==> src/rtl/hamming_scrub_pkg.sv <==
// rtl/hamming_scrub_pkg.sv - shared types and constants for the Hamming memory scrubber
package hamming_scrub_pkg;

    localparam int SEC_COUNT_W = 16;

    typedef enum logic [2:0] {
        IDLE,
        WAIT,
        READ,
        CHECK,
        WRITE,
        NEXT
    } scrub_state_t;

endpackage

==> src/rtl/h3_correct_n_k.sv <==
// rtl/h3_correct_n_k.sv - single-error correction for a positional Hamming(n,k) codeword
module h3_correct_n_k #(
    parameter int n = 15,
    parameter int k = 11
) (
    input  logic [n-1:0] codeword,
    output logic [n-1:0] corrected,
    output logic         sec
);

    localparam int R = n - k;

    logic [R-1:0] syndrome;

    // Bit at 1-based position p contributes p to the syndrome; a lone flip makes it point at itself.
    always_comb begin
        syndrome = '0;
        for (int p = 1; p <= n; p++) begin
            if (codeword[p-1]) begin
                syndrome = syndrome ^ R'(p);
            end
        end
    end

    always_comb begin
        corrected = codeword;
        for (int p = 1; p <= n; p++) begin
            corrected[p-1] = codeword[p-1] ^ (syndrome == R'(p));
        end
    end

    assign sec = |syndrome;

endmodule

==> src/rtl/hamming_scrubber.sv <==
// rtl/hamming_scrubber.sv - background scrubber that reads, corrects and writes back SEC-protected words
module hamming_scrubber
    import hamming_scrub_pkg::*;
#(
    parameter int  n        = 15,
    parameter int  k        = 11,
    parameter int  DEPTH    = 256,
    parameter int  INTERVAL = 1024,
    localparam int AW       = $clog2(DEPTH)
) (
    input  logic                   clk,
    input  logic                   rst,
    input  logic                   enable_i,
    input  logic                   clear_count_i,
    input  logic                   mem_busy_i,
    output logic                   mem_re_o,
    output logic                   mem_we_o,
    output logic [AW-1:0]          mem_addr_o,
    output logic [n-1:0]           mem_wdata_o,
    input  logic [n-1:0]           mem_rdata_i,
    output logic [SEC_COUNT_W-1:0] sec_count_o,
    output logic                   pass_done_o,
    output logic                   busy_o
);

    localparam int TW = $clog2(INTERVAL + 1);

    scrub_state_t  state_q;
    scrub_state_t  state_d;
    logic [TW-1:0] timer_q;
    logic [n-1:0]  corrected;
    logic          sec;

    h3_correct_n_k #(.n(n), .k(k)) u_correct (
        .codeword  (mem_rdata_i),
        .corrected (corrected),
        .sec       (sec)
    );

    always_ff @(posedge clk or posedge rst) begin
        if (rst) begin
            state_q <= IDLE;
        end else begin
            state_q <= state_d;
        end
    end

    // A busy port during WRITE sends us back to READ so a user write is never clobbered.
    always_comb begin
        state_d = state_q;
        case (state_q)
            IDLE:    if (enable_i) state_d = WAIT;
            WAIT: begin
                if (!enable_i) begin
                    state_d = IDLE;
                end else if (timer_q == TW'(1)) begin
                    state_d = READ;
                end
            end
            READ:    if (!mem_busy_i) state_d = CHECK;
            CHECK:   state_d = sec ? WRITE : NEXT;
            WRITE:   state_d = mem_busy_i ? READ : NEXT;
            NEXT:    state_d = enable_i ? WAIT : IDLE;
            default: state_d = IDLE;
        endcase
    end

    always_comb begin
        mem_re_o = (state_q == READ)  && !mem_busy_i;
        mem_we_o = (state_q == WRITE) && !mem_busy_i;
    end

    always_ff @(posedge clk or posedge rst) begin
        if (rst) begin
            timer_q     <= '0;
            mem_addr_o  <= '0;
            mem_wdata_o <= '0;
            pass_done_o <= 1'b0;
            busy_o      <= 1'b0;
        end else begin
            pass_done_o <= (state_d == NEXT) && (mem_addr_o == AW'(DEPTH - 1));
            busy_o      <= state_d inside {READ, CHECK, WRITE};
            if (state_d == WAIT && state_q != WAIT) begin
                timer_q <= TW'(INTERVAL);
            end else if (state_q == WAIT) begin
                timer_q <= timer_q - TW'(1);
            end
            if (state_q == CHECK) begin
                mem_wdata_o <= corrected;
            end
            if (state_q == NEXT) begin
                mem_addr_o <= (mem_addr_o == AW'(DEPTH - 1)) ? '0 : mem_addr_o + AW'(1);
            end
        end
    end

    always_ff @(posedge clk or posedge rst) begin
        if (rst) begin
            sec_count_o <= '0;
        end else if (clear_count_i) begin
            sec_count_o <= '0;
        end else if (mem_we_o && sec_count_o != '1) begin
            sec_count_o <= sec_count_o + SEC_COUNT_W'(1);
        end
    end

endmodule
==> config.mk <==
export PLATFORM = sky130hd
export DESIGN_NAME = hamming_scrubber
export DESIGN_NICKNAME = d
export VERILOG_FILES = /design/src/rtl/hamming_scrub_pkg.sv /design/src/rtl/h3_correct_n_k.sv /design/src/rtl/hamming_scrubber.sv
export SDC_FILE = /design/constraint.sdc
export NUM_CORES = 1
export LEC_CHECK = 0
export ABC_AREA = 1
export CORE_MARGIN = 1
export CORE_UTILIZATION = 51
export CTS_CLUSTER_DIAMETER = 30
export DETAILED_ROUTE_END_ITERATION = 10
export PLACE_DENSITY_LB_ADDON = 0.3
export SLEW_MARGIN = 25
export SYNTH_ARGS = -nofsm -noshare
export SYNTH_HDL_FRONTEND = slang
export SYNTH_SLANG_ARGS = --single-unit
==> constraint.sdc <==
create_clock -name clk -period 2.65 [get_ports clk]
set_clock_uncertainty 0.15 [all_clocks]
set_input_delay 0.265 -clock clk [delete_from_list [all_inputs] [get_ports clk]]
set_output_delay 0.265 -clock clk [all_outputs]
set_load 0.02 [all_outputs]
==> results.sh, run 1 <==
export IMPL_pre_cts_ws_ns=0.172
export IMPL_timing_final_crit_share_pct=87.1
export IMPL_final_nets=608
export IMPL_routed_wl_um=8790
export IMPL_instances_no_fill=681
export IMPL_dr_total_vias=3574
export IMPL_cellLeakagePower_nw=2.08
export IMPL_ctsRootBufferMaster="clkbuf_8"
export IMPL_antenna_found_initial=0
export IMPL_crit_type="register to output pin"
export IMPL_syn2layout_area_growth_pct=23.4
export IMPL_avgViaCountPerCell=5.25
export IMPL_cts_sink_count=55
export IMPL_grt_usage_pct=24.5
export IMPL_drv_cap=0
export IMPL_initial_core_util_pct=53.2
export IMPL_htree_levels=2
export IMPL_finalCoreUtilization_pct=65.6
export IMPL_fin_crit_ns=2.31
export IMPL_overflow=0
export IMPL_synth_cell_types=38
export IMPL_maxSlewHeadroom_pct=55.2
export IMPL_synth_avg_cell_area_um2=7.01
export IMPL_drt_first_pass_iters=5
export IMPL_seqPwrFrac_pct=39.7
export IMPL_min_path_type="input port to asynchronous set/reset pin"
export IMPL_synth_warnings=0
export IMPL_worstMarginPinSlew_ns=0.672
export IMPL_antenna_cells=0
export IMPL_slew_viol_final=0
export IMPL_swShare_pct=38.6
export IMPL_netlist_area_um2=3630
export IMPL_rr_worst_depth=10
export IMPL_crit_required_ns=2.24
export IMPL_pwr_share_clk_pct=19.6
export IMPL_synth_edf_count=0
export IMPL_final_common_cell="nand2_1"
export IMPL_hold_viol=0
export IMPL_route_detailed_drc=0
export IMPL_wl_per_cell_um=12.9
export IMPL_layout_common_cells="170 x nand2_1, 76 x nand3_1, 62 x clkdlybuf4s50_1"
export IMPL_die_y_um=86.4
export IMPL_endpoint_kind="output pin"
export IMPL_port_buffers=62
export IMPL_fin_area_um2=4480
export IMPL_status="finished clean"
export IMPL_timing_hold_ws_ns=0.219
export IMPL_crit_fanout=5
export IMPL_ctsResizeCount=0
export IMPL_syn_nets=542
export IMPL_rows=30
export IMPL_post_cts_buffers=0
export IMPL_worstSetupStartpointType="register"
export IMPL_power_net_switching_mw=1.13
export IMPL_cp_arrival_ns=1.89
export IMPL_grt_pass1_vias=3165
export IMPL_dp_cells=673
export IMPL_setup_slack_ns=0.342
export IMPL_ant_nets=0
export IMPL_ys_flop_type="dfrtp_1"
export IMPL_die_width_um=86.4
export IMPL_tns_ns=0
export IMPL_setup_violations=0
export IMPL_post_dp_cell_area_um2=4370
export IMPL_clock_path_buffers=2
export IMPL_intPower_mw=1.79
export IMPL_path_clk_slew_ns=0.10
export IMPL_die_area_um2=7460
export IMPL_syn_inst=518
export IMPL_drtIter0Drc=244
export IMPL_io_pins=63
export IMPL_synthArstFlopShare_pct=100
export IMPL_vdd_ir_drop_max_mv=0.608
export IMPL_ys_ff_latch=55
export IMPL_power_total_mw=2.92
export IMPL_cts_tree="yes"
export IMPL_share_comb_of_total_power_pct=40.7
export IMPL_coreArea_um2=6830
export IMPL_rsz0062_at_grt="no"
export IMPL_fmax_mhz=433
export IMPL_cts_hold_buffers_added=0
export IMPL_clock_latency_ns=0.30
export IMPL_place_gp_congestion=0.907
export IMPL_drive_gt1_share_pct=10.3
export IMPL_power_density_nw_per_um2=650
export IMPL_ys_seq_area_share_pct=37.9
export IMPL_place_hpwl_um=6800
export IMPL_grt_max_degree=34
export IMPL_grt_pass1_wl_um=14600
export IMPL_cts_made_buffers=5
[cell usage after synthesis, drive strengths merged, types with 4 or more instances]
| library cell | number | area share (%) |
|---|---|---|
| dfrtp | 55 | 38 |
| o21ai | 25 | 3.4 |
| xor2 | 5 | 1.2 |
| a21oi | 18 | 2.8 |
| nand3 | 81 | 12 |
| buf | 4 | 0.59 |
| nor3 | 13 | 2.7 |
| xnor2 | 4 | 0.96 |
| nand2 | 183 | 20 |
| nand4 | 7 | 1.4 |
| ha | 4 | 1.4 |
| nor2 | 45 | 6.1 |
| inv | 60 | 6.2 |
[power by group through the flow]
stage	Sequential [mW]	Combinational [mW]	Clock (mW)
2_1_floorplan	1.27	0.640	0
3_3_place_gp	1.16	1.14	0
3_5_place_dp	1.17	1.18	0
4_1_cts	1.16	1.19	0.582
5_1_grt	1.18	1.32	0.613
6_report	1.16	1.19	0.571
[flip-flops by register name, indices dropped and copies added (netlist names)]
register,flops
busy_o,1
mem_addr_o,8
mem_wdata_o,15
pass_done_o,1
sec_count_o,16
state_q,3
timer_q,11
[kinds of logic (layout without fill, tap and decap cells)]
group	after synthesis	in the layout	share of synthesized area [%]
and+or+nand+nor	333	333	43.7
buffers and inverters	66	133	7.03
DFF	55	55	37.9
AOI/OAI and AO/OA	51	51	7.82
xor gates and xnor gates	9	9	2.17
adders and majority gates	4	4	1.38
[critical path: stages, from the launching register on]
cell             delay [ns]
dfrtp_1                0.46
inv_2                  0.11
nor3_1                 0.14
inv_1                  0.07
nor2_1                 0.17
clkdlybuf4s50_1        0.63
[per-layer routing]
| layer | GRT usage (%) | up-vias | wire, um |
|---|---|---|---|
| met4 | 4.24 | 0 | 92 |
| met5 | 0 | - | 0 |
| li1 | - | 1807 | - |
| met2 | 41.3 | 77 | 4220 |
| met1 | 34.2 | 1679 | 4160 |
| met3 | 3.52 | 11 | 321 |
[cell type report]
cell class                 count  area, um^2
timing repair buffer          65         643
inverter                      60         225
fill                         618        2350
multi-input combinational    397        2000
sequential                    55        1380
clock inverter                 2        35.0
tap                           96         120
clock buffer                   6        82.6
[worst paths after layout]
check	from	end	slack, ns
max	state_q[1]	mem_re_o	0.34
min	rst	mem_addr_o[6]	0.22
max reg2reg	sec_count_o[0]	sec_count_o[12]	0.40
min reg2reg	mem_wdata_o[7]	mem_wdata_o[7]	0.34
max in group asynchronous	rst	busy_o	1.50
min in group clk	mem_wdata_o[7]	mem_wdata_o[7]	0.34
(Power assumes the default switching activity.)
==> run 2, diff against run 1 <==
- SLEW_MARGIN: 25 -> default
==> results of run 2 <==
No change in the layout: final DEF, timing and power equal those of run 1.
